`src/rtl/booth_core_if.sv`:
```
// ---------------------------------------------------------------------------
// booth_core_if
//
// Purpose: groups the command/result signals of the Booth multiplier stage so
// that the core and whatever drives it (a sequencer plus the multiplicand
// register) share one bundle.
//
// Handshake: Start is a request that the core samples only while idle. There
// is no ready signal. The requester sees the request accepted when Busy rises
// in the next cycle. The result is valid only in the cycle where Done=1, and
// there is no back-pressure on it. Producto keeps that value until the next
// operand load clears it.
//
// Signals:
//   Start    master->slave  request a multiply
//   Q_in     master->slave  multiplier operand, sampled during the load cycle
//   M        master->slave  multiplicand, from the multiplicand register
//   CargaM   slave->master  load enable for the multiplicand register
//   Busy     slave->master  operation in progress (load + iterate)
//   Done     slave->master  one-cycle product-valid strobe
//   Producto slave->master  signed 2N-bit product
// ---------------------------------------------------------------------------
interface booth_core_if #(
    parameter int N = 4
);
    logic             Start;
    logic [N-1:0]     Q_in;
    logic [N-1:0]     M;
    logic             CargaM;
    logic             Busy;
    logic             Done;
    logic [2*N-1:0]   Producto;

    modport master (
        output Start,
        output Q_in,
        output M,
        input  CargaM,
        input  Busy,
        input  Done,
        input  Producto
    );

    modport slave (
        input  Start,
        input  Q_in,
        input  M,
        output CargaM,
        output Busy,
        output Done,
        output Producto
    );
endinterface

```
`src/rtl/booth_core.sv`:
```
// ---------------------------------------------------------------------------
// booth_core
//
// Purpose: sequential radix-2 Booth multiplier control and datapath. The core
// sits downstream of an external multiplicand register. It pulses CargaM to
// load that register and then reads the registered multiplicand on M. The
// multiplier, the accumulator and the Booth guard bit are held here. The core
// produces a signed 2N-bit product with a one-cycle Done strobe.
//
// Parameters:
//   N   operand width (two's complement multiplicand and multiplier)
//   CW  iteration counter width, 2**CW must exceed N
//
// Ports:
//   clk        rising-edge clock
//   Reset      asynchronous, active-low reset
//   bus        booth_core_if.slave: Start, Q_in, M in; CargaM, Busy, Done,
//              Producto out
//   dbg_state  current FSM state (0 IDLE, 1 LOAD, 2 OP, 3 DONE)
//
// Build option:
//   BOOTH_RESTART_EN  when defined, Start seen during OP abandons the current
//                     multiply and restarts from LOAD with fresh operands.
//                     When undefined, Start is ignored outside IDLE.
// ---------------------------------------------------------------------------
module booth_core #(
    parameter int N  = 4,
    parameter int CW = 3
) (
    input  logic         clk,
    input  logic         Reset,
    booth_core_if.slave  bus,
    output logic [1:0]   dbg_state
);

    typedef enum logic [1:0] {
        S_IDLE = 2'd0,
        S_LOAD = 2'd1,
        S_OP   = 2'd2,
        S_DONE = 2'd3
    } state_t;

    state_t state;
    state_t state_nxt;

    // The accumulator is one bit wider than the operands. Without the extra
    // bit, A - sext(M) overflows when M = -2**(N-1).
    logic [N:0]       a;
    logic [N-1:0]     q;
    logic             q_1;
    logic [CW-1:0]    count;
    logic [2*N-1:0]   producto;

    logic [N:0]       m_ext;
    logic [N:0]       a_sum;
    logic [N:0]       a_sh;
    logic [N-1:0]     q_sh;
    logic             q_1_sh;
    logic             last_iter;
    logic             finish;

    // ---------------------------------------------------------------------
    // Booth step: add/subtract/keep, then arithmetic shift of {A,Q,q_1}
    // ---------------------------------------------------------------------
    always_comb begin
        m_ext = {bus.M[N-1], bus.M};
    end

    always_comb begin
        a_sum = a;
        unique case ({q[0], q_1})
            2'b01:   a_sum = a + m_ext;
            2'b10:   a_sum = a - m_ext;
            default: a_sum = a;
        endcase
    end

    // One arithmetic right shift across the concatenation {A, Q, q_1}.
    // The sign bit of A is replicated. The LSB of A enters the top of Q, and
    // the LSB of Q becomes the new guard bit.
    always_comb begin
        a_sh   = {a_sum[N], a_sum[N:1]};
        q_sh   = {a_sum[0], q[N-1:1]};
        q_1_sh = q[0];
    end

    assign last_iter = (count == CW'(1));

    // ---------------------------------------------------------------------
    // FSM: state register
    // ---------------------------------------------------------------------
    always_ff @(posedge clk or negedge Reset) begin
        if (!Reset) begin
            state <= S_IDLE;
        end else begin
            state <= state_nxt;
        end
    end

    // ---------------------------------------------------------------------
    // FSM: next-state logic
    // ---------------------------------------------------------------------
    always_comb begin
        state_nxt = state;
        unique case (state)
            S_IDLE: begin
                if (bus.Start) begin
                    state_nxt = S_LOAD;
                end
            end
            S_LOAD: begin
                state_nxt = S_OP;
            end
            S_OP: begin
`ifdef BOOTH_RESTART_EN
                // A restart request has priority over finishing. The
                // in-flight product is dropped without a Done.
                if (bus.Start) begin
                    state_nxt = S_LOAD;
                end else if (last_iter) begin
                    state_nxt = S_DONE;
                end
`else
                if (last_iter) begin
                    state_nxt = S_DONE;
                end
`endif
            end
            S_DONE: begin
                state_nxt = S_IDLE;
            end
            default: begin
                state_nxt = S_IDLE;
            end
        endcase
    end

    // The product is captured only on a real OP -> DONE transition. An
    // abandoned restart therefore never updates Producto.
    assign finish = (state == S_OP) && (state_nxt == S_DONE);

    // ---------------------------------------------------------------------
    // Datapath registers
    // ---------------------------------------------------------------------
    always_ff @(posedge clk or negedge Reset) begin
        if (!Reset) begin
            a        <= '0;
            q        <= '0;
            q_1      <= 1'b0;
            count    <= '0;
            producto <= '0;
        end else begin
            unique case (state)
                S_LOAD: begin
                    a        <= '0;
                    q        <= bus.Q_in;
                    q_1      <= 1'b0;
                    count    <= CW'(N);
                    producto <= '0;
                end
                S_OP: begin
                    a     <= a_sh;
                    q     <= q_sh;
                    q_1   <= q_1_sh;
                    count <= count - CW'(1);
                    if (finish) begin
                        // The low 2N bits of {A,Q} after the final shift.
                        producto <= {a_sh[N-1:0], q_sh};
                    end
                end
                default: begin
                end
            endcase
        end
    end

    // ---------------------------------------------------------------------
    // Outputs (decoded from state so reset clears them immediately)
    // ---------------------------------------------------------------------
    assign bus.CargaM   = (state == S_LOAD);
    assign bus.Busy     = (state == S_LOAD) || (state == S_OP);
    assign bus.Done     = (state == S_DONE);
    assign bus.Producto = producto;
    assign dbg_state    = state;

endmodule

```
`src/flat_wrapper.sv`:
```
// flat-port wrapper written by rule: the top's interface ports become plain ports
module booth_core_flat 
#(
    parameter int N  = 4,
    parameter int CW = 3
)
  (clk, Reset, dbg_state, bus_Start, bus_Q_in, bus_M, bus_CargaM, bus_Busy, bus_Done, bus_Producto);
  booth_core_if #(.N(N)) bus_i ();
  input  logic clk;
  input  logic Reset;
  output logic [1:0] dbg_state;
  input wire logic [$bits(bus_i.Start)-1:0] bus_Start;
  input wire logic [$bits(bus_i.Q_in)-1:0] bus_Q_in;
  input wire logic [$bits(bus_i.M)-1:0] bus_M;
  output wire logic [$bits(bus_i.CargaM)-1:0] bus_CargaM;
  output wire logic [$bits(bus_i.Busy)-1:0] bus_Busy;
  output wire logic [$bits(bus_i.Done)-1:0] bus_Done;
  output wire logic [$bits(bus_i.Producto)-1:0] bus_Producto;
  assign bus_i.Start = bus_Start;
  assign bus_i.Q_in = bus_Q_in;
  assign bus_i.M = bus_M;
  assign bus_CargaM = bus_i.CargaM;
  assign bus_Busy = bus_i.Busy;
  assign bus_Done = bus_i.Done;
  assign bus_Producto = bus_i.Producto;
  booth_core #(.N(N), .CW(CW)) u_core (.clk(clk), .Reset(Reset), .bus(bus_i), .dbg_state(dbg_state));
endmodule
```
`config.mk`:
```
export PLATFORM = sky130hd
export DESIGN_NAME = booth_core_flat
export DESIGN_NICKNAME = d
export VERILOG_FILES = /design/src/rtl/booth_core_if.sv /design/src/rtl/booth_core.sv /design/src/flat_wrapper.sv
export SDC_FILE = /design/constraint.sdc
export NUM_CORES = 1
export LEC_CHECK = 0
export BUFFER_PORTS_ARGS = -buffer_cell sky130_fd_sc_hd__buf_2
export CAP_MARGIN = 20
export CORE_MARGIN = 3
export CORE_UTILIZATION = 50
export CTS_CLUSTER_SIZE = 28
export DETAILED_ROUTE_END_ITERATION = 16
export PLACE_DENSITY = 0.78
export SYNTH_ARGS = -nofsm -noshare
export SYNTH_HDL_FRONTEND = slang
export SYNTH_SLANG_ARGS = --single-unit
```
`constraint.sdc`:
```
create_clock -name clk -period 3 [get_ports clk]
set_clock_uncertainty 0.15 [all_clocks]
set_input_delay 0.15 -clock clk [delete_from_list [all_inputs] [get_ports clk]]
set_output_delay 0.15 -clock clk [all_outputs]
set_load 0.005 [all_outputs]
```
==> results.md, run 1 <==
- Hold WS: 0.0388 ns
- Post-route ant nets: 0
- Reg2reg path depth: 9
- Highest clock rate: 0.360 GHz
- Largest area contributor in the netlist: dfrtp_1
- Yosys warnings: 0
- Synth top cells by count: dfrtp_1 (22), inv_1 (15), ha_1 (12)
- Sw frac: 0.426
- TNS Setup: 0 ns
- Final setup vio count: 0
- Pin count of the biggest net entering global routing: 23
- WL final: 2.84 mm
- CTS Buf Count: 3
- Post-synth ARST share: 1.00
- Layout area overhead: 16.4%
- Number of global-route vias before repair: 1009
- Worst flop-to-flop path endpoint: u_core.a[3]
- Ant diodes: 0
- Cells after Synth: 131
- Starting Density: 0.559
- Worst path required time: 3.05 ns
- VDD IR max: 0.000894 V
- MaxCap Viol Count: 0
- Internal power: 0.963 mW
- Core area: 2340 sq um
- Reg clk slew, reported paths: 0.13 ns
- CP Class: reg2reg
- Slew Viols, Final: 0
- Gr ovfl total: 0
- Top fanout value on the critical path: 5
- Status: completed
- Number of enable flip-flop cells after synthesis: 0
- Full die area: 3260 sq um
- DR iter-0 viols: 26
- Clk_lat worst skew: 0.31 ns
- Distinct cells, synth: 38
- Top cell type's share of synthesized area: 0.421
- Final period utilization: 0.925
- FF/Latch Area: 551 sq um
- Final setup margin: 0.224 ns
- RSZ-0062 raised after global routing: no
- Syn nets: 155
- CTS sink count: 22
- Crit path buf inv count: 1
- Worst Hold Depth: 3
- Leakage: 0.777 nW
- Wire per inst: 15.3 um
- Seq/Total Area, Yosys: 0.421
- Largest stage delay, worst path: 0.46 ns
- Clock Power Share: 0.136
- Crit end category: flop
- FF-to-FF setup slack: 0.22 ns
- DR vias: 1036
- Multi-input gate area: 674 sq um
- CP delay by family, top: adder cells
- Comb power frac: 0.571
- Via density: 5.60
- Maximum clock insertion buffer count: 2
- CP max-delay cell: fa_1
- Number of nets in the layout: 182
- Hold path start: bus_Q_in[0]
- Worst Tran Pin Value: 0.526 ns
- Antenna violations before repair: 0
- Finished layout cell area: 1520 sq um
- Tmin final: 2.78 ns
- Placement Cell Area: 1440 sq um
- Fillers: 197
- Non-filler cells, final: 185
- RR Startpoint: u_core.q_1
- Arrival time worst endpoint: 2.83 ns
- Mean Syn Cell Area: 9.98 sq um
- HPWL Detailed: 2.16 mm
- First-pass GRT wire length: 4.79 mm
- IO Count: 24
- Placer Congestion: 0.918
- CTS tree: built
- DR DRC count: 0
- Post-cts resize count: 0
- Slew margin rel.: 0.649
- 1st-pass router iterations: 4
- H-tree depth: 1
- Place WS: 0.263 ns
- Hold Violations, Final: 0
- Hold Crit Class: in2reg
- Std cell rows: 17
- Cell area after synthesis: 1310 sq um
- Die X: 57.1 um
- Tot GR Track Use: 0.190
- Cells after DPL: 178
- Ratio of cells with drive above 1 in the final layout: 0.242
- Critical Path Source Type: flop
- Post-CTS Setup Bufs: 0
- Most used DFF post-synth: dfrtp_1
- Number of buffers added on ports: 23
- #FFs+latches synth: 22
- Worst hold endpoint: u_core.q[0]
- CP cell instances: inv_1 -> ha_1 -> mux2_2 -> fa_1 -> nand2b_1 -> a21oi_1 -> xnor2_1 -> o21a_1 -> a221o_1
- Most frequent cell after synthesis: dfrtp_1
- Sequential share of power: 0.293
- Die Ht: 57.1 um
- Leading post-synthesis cells by cell area: dfrtp_1 (42%), ha_1 (11%), inv_1 (4.3%)
- P_sw: 0.715 mW
- Root buf cell: clkbuf_4
- PwrDens: 1100 nW/um^2
routing by layer:
metal,track usage,share of wire,vias to the layer above
li1,-,-,504
met1,0.240,0.43,505
met2,0.326,0.52,20
met3,0.0430,0.037,7
met4,0.0530,0.017,0
met5,0,0,-
worst reg2reg max path, stage by stage, from the launching register on:
cell	delay (ns)
dfrtp_1	0.40
inv_1	0.06
ha_1	0.23
mux2_2	0.39
fa_1	0.46
nand2b_1	0.17
a21oi_1	0.16
xnor2_1	0.16
o21a_1	0.20
a221o_1	0.30
worst max path at each step:
stage / startpoint / to / slack [ns] / cells past startpoint
after floorplan: u_core.q_1 / u_core.a[3] / 0.44 / 9
after detailed placement: u_core.q_1 / u_core.a[3] / 0.26 / 9
after global placement: u_core.q_1 / u_core.a[3] / 0.39 / 9
final: u_core.q_1 / u_core.a[3] / 0.22 / 9
after global routing: u_core.q_1 / u_core.bus.Producto[6] / 0.08 / 10
after CTS: u_core.q_1 / u_core.a[3] / 0.23 / 9
registers in the layout (all words and copies together) (netlist names):
name	cells
u_core.bus.Producto	8
u_core.a	4
u_core.q_1	1
u_core.q	4
u_core.dbg_state	2
u_core.count	3
power groups by stage:
stage | Combinational (mW) | Sequential [mW] | Clock, mW
floorplan | 0.705 | 0.484 | 0
CTS | 0.962 | 0.490 | 0.233
finish | 0.958 | 0.491 | 0.229
global route | 1.07 | 0.507 | 0.246
detailed placement | 0.949 | 0.497 | 0
global placement | 0.900 | 0.486 | 0
per-stage QoR:
step / util / power [mW]
after detailed placement: 0.615 / 1.45
after global placement: 0.615 / 1.39
final: 0.650 / 1.68
after CTS: 0.650 / 1.69
after floorplan: - / 1.19
after global routing: 0.650 / 1.83
repair_timing:
action	in CTS	in global routing
hold buffers	3	0
hold endpoints to repair	24	0
endpoints found under the setup margin	0	0
layout by cell type, fill, tap and decap left out, drive strengths merged, types with 3 or more instances in the layout:
cell type / count
nand3: 3
nand2: 11
o21ai: 6
nor2: 10
a22o: 6
dfrtp: 22
xnor2: 4
clkbuf: 3
mux2i: 5
dlygate4sd3: 3
buf: 24
ha: 12
inv: 15
a21oi: 7
cell type report:
cell class | instances | share of cell area
Inverter | 15 | 0.0370
Timing Repair Buffer | 27 | 0.100
Tap cell | 28 | 0.0230
Clock buffer | 3 | 0.0148
Clock inverter | 1 | 0.0197
Sequential cell | 22 | 0.362
Multi-Input combinational cell | 89 | 0.443
cell families after synthesis:
group / Yosys count / share of synthesized area
mux: 7 / 0.0584
simple gates: 35 / 0.126
buf+inv: 20 / 0.0632
flops: 22 / 0.421
compound gates: 30 / 0.174
xor+xnor: 4 / 0.0268
fa+ha+maj: 13 / 0.130
No activity file was read; power rests on OpenSTA's default activity.
==> run 2, diff against run 1 <==
- BUFFER_PORTS_ARGS: -buffer_cell sky130_fd_sc_hd__buf_2 -> -buffer_cell sky130_fd_sc_hd__buf_4
- CORE_UTILIZATION: 50 -> 45
- CTS_BUF_LIST: unset -> sky130_fd_sc_hd__clkbuf_8
- PLACE_DENSITY: 0.78 -> 0.72
==> results.md, run 2 (same netlist as run 1, synthesis figures left out) <==
- Hold WS: 0.0301 ns (was 0.0388 ns)
- CP Class: reg2reg (unchanged)
- Pin count of the biggest net entering global routing: 23 (unchanged)
- Wire per inst: 14.5 um (was 15.3 um)
- Gr ovfl total: 0 (unchanged)
- Worst path required time: 3.00 ns (was 3.05 ns)
- Clock Power Share: 0.110 (was 0.136)
- Hold Crit Class: in2reg (unchanged)
- Layout area overhead: 18.6% (was 16.4%)
- Met1 wire length: 1.18 mm (was 1.22 mm)
- Via density: 5.43 (was 5.60)
- Post-route ant nets: 0 (unchanged)
- Most frequent cells in the layout: buf_4 (24), dfrtp_1 (22), inv_1 (15), ha_1 (12), nand2_1 (11) (was buf_2 (23), dfrtp_1 (22), inv_1 (15), ha_1 (12), nand2_1 (11))
- Crit end category: flop (unchanged)
- CP max-delay cell: fa_1 (unchanged)
- Status: completed (unchanged)
- Final period utilization: 0.905 (was 0.925)
- Hold Violations, Final: 0 (unchanged)
- HPWL Detailed: 2.06 mm (was 2.16 mm)
- PwrDens: 1060 nW/um^2 (was 1100 nW/um^2)
- DR iter-0 viols: 21 (was 26)
- Die Ht: 59.9 um (was 57.1 um)
- Crit path buf inv count: 1 (unchanged)
- Sequential share of power: 0.300 (was 0.293)
- CTS tree: built (unchanged)
- Number of nets in the layout: 180 (was 182)
- Core area: 2610 sq um (was 2340 sq um)
- Final setup margin: 0.285 ns (was 0.224 ns)
- CTS sink count: 22 (unchanged)
- Tot GR Track Use: 0.167 (was 0.190)
- DR DRC count: 0 (unchanged)
- Starting Density: 0.500 (was 0.559)
- Highest clock rate: 0.368 GHz (was 0.360 GHz)
- WL final: 2.66 mm (was 2.84 mm)
- Reg clk slew, reported paths: 0.08 ns (was 0.13 ns)
- MaxCap Viol Count: 0 (unchanged)
- Largest stage delay, worst path: 0.46 ns (about the same)
- DR WL met3: 135 um (was 106 um)
- Worst Tran Pin Value: 0.523 ns (was 0.526 ns)
- Maximum clock insertion buffer count: 2 (unchanged)
- Std cell rows: 18 (was 17)
- Sw frac: 0.425 (was 0.426)
- Post-CTS Setup Bufs: 0 (unchanged)
- Max reg flops: 8 (unchanged)
- P_sw: 0.700 mW (was 0.715 mW)
- First-pass GRT wire length: 4.49 mm (was 4.79 mm)
- Slew margin rel.: 0.651 (was 0.649)
- Die X: 59.9 um (was 57.1 um)
- Place WS: 0.287 ns (was 0.263 ns)
- Critical Path Source Type: flop (unchanged)
- Cells after DPL: 180 (was 178)
- Leakage: 0.775 nW (was 0.777 nW)
- Ratio of cells with drive above 1 in the final layout: 0.240 (was 0.242)
- Number of buffers added on ports: 23 (unchanged)
- TNS Setup: 0 ns (unchanged)
- CP cell instances: inv_1 -> ha_1 -> mux2_2 -> fa_1 -> nand2b_1 -> a21oi_1 -> xnor2_1 -> o21a_1 -> a221o_1 (unchanged)
- Final setup vio count: 0 (unchanged)
- IO Count: 24 (unchanged)
- Non-filler cells, final: 184 (was 185)
- Arrival time worst endpoint: 2.71 ns (was 2.83 ns)
- Slew Viols, Final: 0 (unchanged)
- RSZ-0062 raised after global routing: no (unchanged)
- Antenna violations before repair: 0 (unchanged)
- DR vias: 999 (was 1036)
- 1st-pass router iterations: 4 (unchanged)
- Full die area: 3590 sq um (was 3260 sq um)
- Tot Pwr: 1.65 mW (was 1.68 mW)
- Internal power: 0.948 mW (was 0.963 mW)
- CP delay by family, top: adder cells (unchanged)
- Top routing layer used: met4 (unchanged)
- DR WL met2: 1.33 mm (was 1.46 mm)
- Ant diodes: 0 (unchanged)
- Placer Congestion: 0.795 (was 0.918)
- Most common cell after layout, fill and taps aside: buf_4 (was buf_2)
- Tmin final: 2.71 ns (was 2.78 ns)
- CTS Buf Count: 3 (unchanged)
- Comb power frac: 0.591 (was 0.571)
- Number of global-route vias before repair: 976 (was 1009)
- Top fanout value on the critical path: 5 (unchanged)
- Root buf cell: clkbuf_8 (was clkbuf_4)
- VDD IR max: 0.000678 V (was 0.000894 V)
- Clk_lat worst skew: 0.26 ns (was 0.31 ns)
- H-tree depth: 1 (unchanged)
run 2: layout make-up:
class | instances | area (sq um)
Timing Repair Buffer | 25 | 190
Tap cell | 30 | 37.5
Inverter | 15 | 56.3
Fill cell | 231 | 1060
Multi-Input combinational cell | 89 | 674
Sequential cell | 22 | 551
Clock buffer | 3 | 41.3
run 2: repair_timing:
action,CTS,global route
endpoints found under the hold margin,22,0
gates resized for setup,0,0
hold buffers,1,0
run 2: power groups by stage:
| stage | clock network (mW) | registers, mW | logic (mW) |
|---|---|---|---|
| floorplan | 0 | 0.484 | 0.705 |
| global placement | 0 | 0.490 | 0.947 |
| detailed placement | 0 | 0.499 | 0.974 |
| CTS | 0.186 | 0.494 | 0.979 |
| global route | 0.197 | 0.507 | 1.09 |
| finish | 0.181 | 0.494 | 0.973 |
run 2: worst paths after layout:
check                      cells after the start  slack [ns]                   start                      to
max                                            9        0.29              u_core.q_1             u_core.a[3]
min                                            3        0.03             bus_Q_in[2]             u_core.q[2]
min in group asynchronous                      2        0.15                   Reset  u_core.bus.Producto[7]
max in group asynchronous                      2        2.32                   Reset             u_core.a[2]
min reg2reg                                    2        0.33  u_core.bus.Producto[4]  u_core.bus.Producto[4]
max reg2reg                                    9        0.29              u_core.q_1             u_core.a[3]
run 2: worst min-delay path: cells and delay by family:
kind	cells	cell delay, ns
buffers and inverters	1	0.08
muxes	1	0.05
AOI/OAI and AO/OA	1	0.13
run 2: routing by layer:
metal / track usage / vias to the layer above
li1: - / 494
met1: 0.220 / 480
met2: 0.265 / 23
met3: 0.0475 / 2
met4: 0.0475 / 0
met5: 0 / -
run 2: per-stage QoR:
stage,utilization,instance area [sq um]
3_5_place_dp,0.574,1500
3_3_place_gp,0.574,1500
6_report,0.593,1550
2_1_floorplan,-,1310
5_1_grt,0.593,1550
4_1_cts,0.593,1550
==> run 3, diff against run 2 <==
- CORE_ASPECT_RATIO: unset -> 0.6
- PLACE_DENSITY: 0.72 -> 0.74
- clock period: 3 -> 2.43 ns (I/O delays scaled with it)
==> results.md, run 3 (same netlist as run 1, synthesis figures left out) <==
- CP cell instances: inv_1 -> ha_2 -> mux2_4 -> inv_1 -> ha_1 -> nor2b_1 -> o21ai_0 -> nor3b_2 -> o31ai_2 -> a22o_2 (was inv_1 -> ha_1 -> mux2_2 -> fa_1 -> nand2b_1 -> a21oi_1 -> xnor2_1 -> o21a_1 -> a221o_1)
- RSZ-0062 raised after global routing: yes (was no)
- Pin count of the biggest net entering global routing: 23 (unchanged)
- H-tree depth: 1 (unchanged)
- Max reg flops: 8 (unchanged)
- Maximum clock insertion buffer count: 2 (unchanged)
- Final Util: 0.631 (was 0.593)
- Root buf cell: clkbuf_8 (unchanged)
- HPWL Detailed: 2.09 mm (was 2.06 mm)
- Number of global-route vias before repair: 967 (was 976)
- MaxCap Viol Count: 0 (unchanged)
- DR DRC count: 0 (unchanged)
- Arrival time worst endpoint: 2.45 ns (was 2.71 ns)
- Die Ht: 47.8 um (was 59.9 um)
- Ratio of cells with drive above 1 in the final layout: 0.329 (was 0.240)
- Hold Violations, Final: 0 (unchanged)
- CTS tree: built (unchanged)
- Reg2reg path depth: 10 (was 9)
- Top routing layer used: met3 (was met4)
- CP Class: reg2reg (unchanged)
- Leakage: 0.830 nW (was 0.775 nW)
- Met1 wire length: 1.44 mm (was 1.18 mm)
- CP max-delay cell: dfrtp_1 (was fa_1)
- Wire per inst: 14.2 um (was 14.5 um)
- Place WS: -0.0265 ns (was 0.287 ns)
- Tot GR Track Use: 0.167 (about the same)
- Worst Hold Depth: 3 (unchanged)
- Failing checks: negative setup slack
- Crit end category: flop (unchanged)
- Most frequent cells in the layout: buf_4 (31), dfrtp_1 (22), inv_1 (15), nand2_1 (11), ha_1 (11) (was buf_4 (24), dfrtp_1 (22), inv_1 (15), ha_1 (12), nand2_1 (11))
- CP delay by family, top: compound AO/OA/AOI/OAI gates (was adder cells)
- DR iter-0 viols: 47 (was 21)
- Std cell rows: 14 (was 18)
- DR vias: 1008 (was 999)
- IO Count: 24 (unchanged)
- CTS Buf Count: 3 (unchanged)
- Cells after DPL: 188 (was 180)
- Critical Path Source Type: flop (unchanged)
- Reg clk slew, reported paths: 0.08 ns (about the same)
- Layout area overhead: 26.9% (was 18.6%)
- Final setup margin: -0.00731 ns (was 0.285 ns)
- DR WL met3: 102 um (was 135 um)
- Worst Tran Pin Value: 0.278 ns (was 0.523 ns)
- DR WL met2: 1.20 mm (was 1.33 mm)
- Fillers: 203 (was 231)
- WL final: 2.75 mm (was 2.66 mm)
- Ant diodes: 0 (unchanged)
- Full die area: 3610 sq um (was 3590 sq um)
- Antenna violations before repair: 0 (unchanged)
- Number of cells on the critical path: 10 (was 9)
- Gr ovfl total: 0 (unchanged)
- Top fanout value on the critical path: 2 (was 5)
- Tmin final: 2.44 ns (was 2.71 ns)
- Core area: 2630 sq um (was 2610 sq um)
- VDD IR max: 0.000647 V (was 0.000678 V)
- Number of buffers added on ports: 23 (unchanged)
- Placer Congestion: 0.836 (was 0.795)
- Post-route ant nets: 0 (unchanged)
- Worst path required time: 2.44 ns (was 3.00 ns)
- Die X: 75.6 um (was 59.9 um)
- Via density: 5.22 (was 5.43)
- Most common cell after layout, fill and taps aside: buf_4 (unchanged)
- Hold Crit Class: in2reg (unchanged)
- Highest clock rate: 0.410 GHz (was 0.368 GHz)
- Crit path buf inv count: 2 (was 1)
- CTS sink count: 22 (unchanged)
- Final period utilization: 1.00 (was 0.905)
- First-pass GRT wire length: 4.41 mm (was 4.49 mm)
- Largest stage delay, worst path: 0.38 ns (was 0.46 ns)
- Status: finished with violations (was completed)
- Number of nets in the layout: 187 (was 180)
- Non-filler cells, final: 193 (was 184)
- Most common cell on crit path: inv_1
- Final setup vio count: 1 (was 0)
- 1st-pass router iterations: 4 (unchanged)
- Slew margin rel.: 0.813 (was 0.651)
- PwrDens: 1370 nW/um^2 (was 1060 nW/um^2)
- Slew Viols, Final: 0 (unchanged)
- Starting Density: 0.498 (was 0.500)
- Clk_lat worst skew: 0.26 ns (about the same)
## run 3: worst paths after layout
check / slack, ns / to / startpoint
setup / recovery: -0.007 / u_core.bus.Producto[6] / u_core.q_1
hold / removal: 0.02 / u_core.q[2] / bus_Q_in[2]
setup reg to reg: -0.007 / u_core.bus.Producto[6] / u_core.q_1
hold reg to reg: 0.33 / u_core.bus.Producto[4] / u_core.bus.Producto[4]
max in group asynchronous: 1.77 / u_core.q[3] / Reset
min in group asynchronous: 0.12 / u_core.bus.Producto[6] / Reset
## run 3: area by class of cell
class | instances | area (sq um) | area share
clock buffer | 3 | 41.3 | 0.0249
inverter | 15 | 56.3 | 0.0339
multi-input combinational | 89 | 728 | 0.439
sequential | 22 | 551 | 0.332
tap | 32 | 40.0 | 0.0241
timing repair buffer | 32 | 243 | 0.146
## run 3: stage by stage
| step | hold WS (ns) | TNS (ns) | total power, mW | instance area [sq um] |
|---|---|---|---|---|
| floorplan | -0.324 | 0 | 1.54 | 1340 |
| global placement | -0.126 | 0 | 1.94 | 1580 |
| detailed placement | -0.121 | -0.0265 | 1.98 | 1580 |
| CTS | 0.0205 | 0 | 2.23 | 1640 |
| global route | 0.0144 | -0.333 | 2.45 | 1660 |
| finish | 0.0215 | -0.00731 | 2.27 | 1660 |
## run 3: where the power goes
group	internal, mW	switching [mW]	total, mW
Clock	0.111	0.114	0.225
Combinational	0.708	0.725	1.43
Sequential	0.508	0.100	0.608
Total	1.33	0.939	2.27
## run 3: worst min-delay path: cells and delay by family
family	cells	cell delay [ns]
buffers and inverters	1	0.08
AOI/OAI and AO/OA	1	0.13
muxes	1	0.06
## run 3: timing repair
item | in CTS | in global routing
hold buffers | 1 | 0
endpoints found under the hold margin | 22 | 0
buffers inserted | 0 | 1
pin swaps | 1 | 5
gates resized for setup | 1 | 3
setup endpoints to repair | 3 | 4
## run 3: layer usage
layer / up-vias / global-route usage
li1: 512 / -
met5: - / 0
met4: 0 / 0.0105
met3: 0 / 0.0587
met1: 480 / 0.233
met2: 16 / 0.264
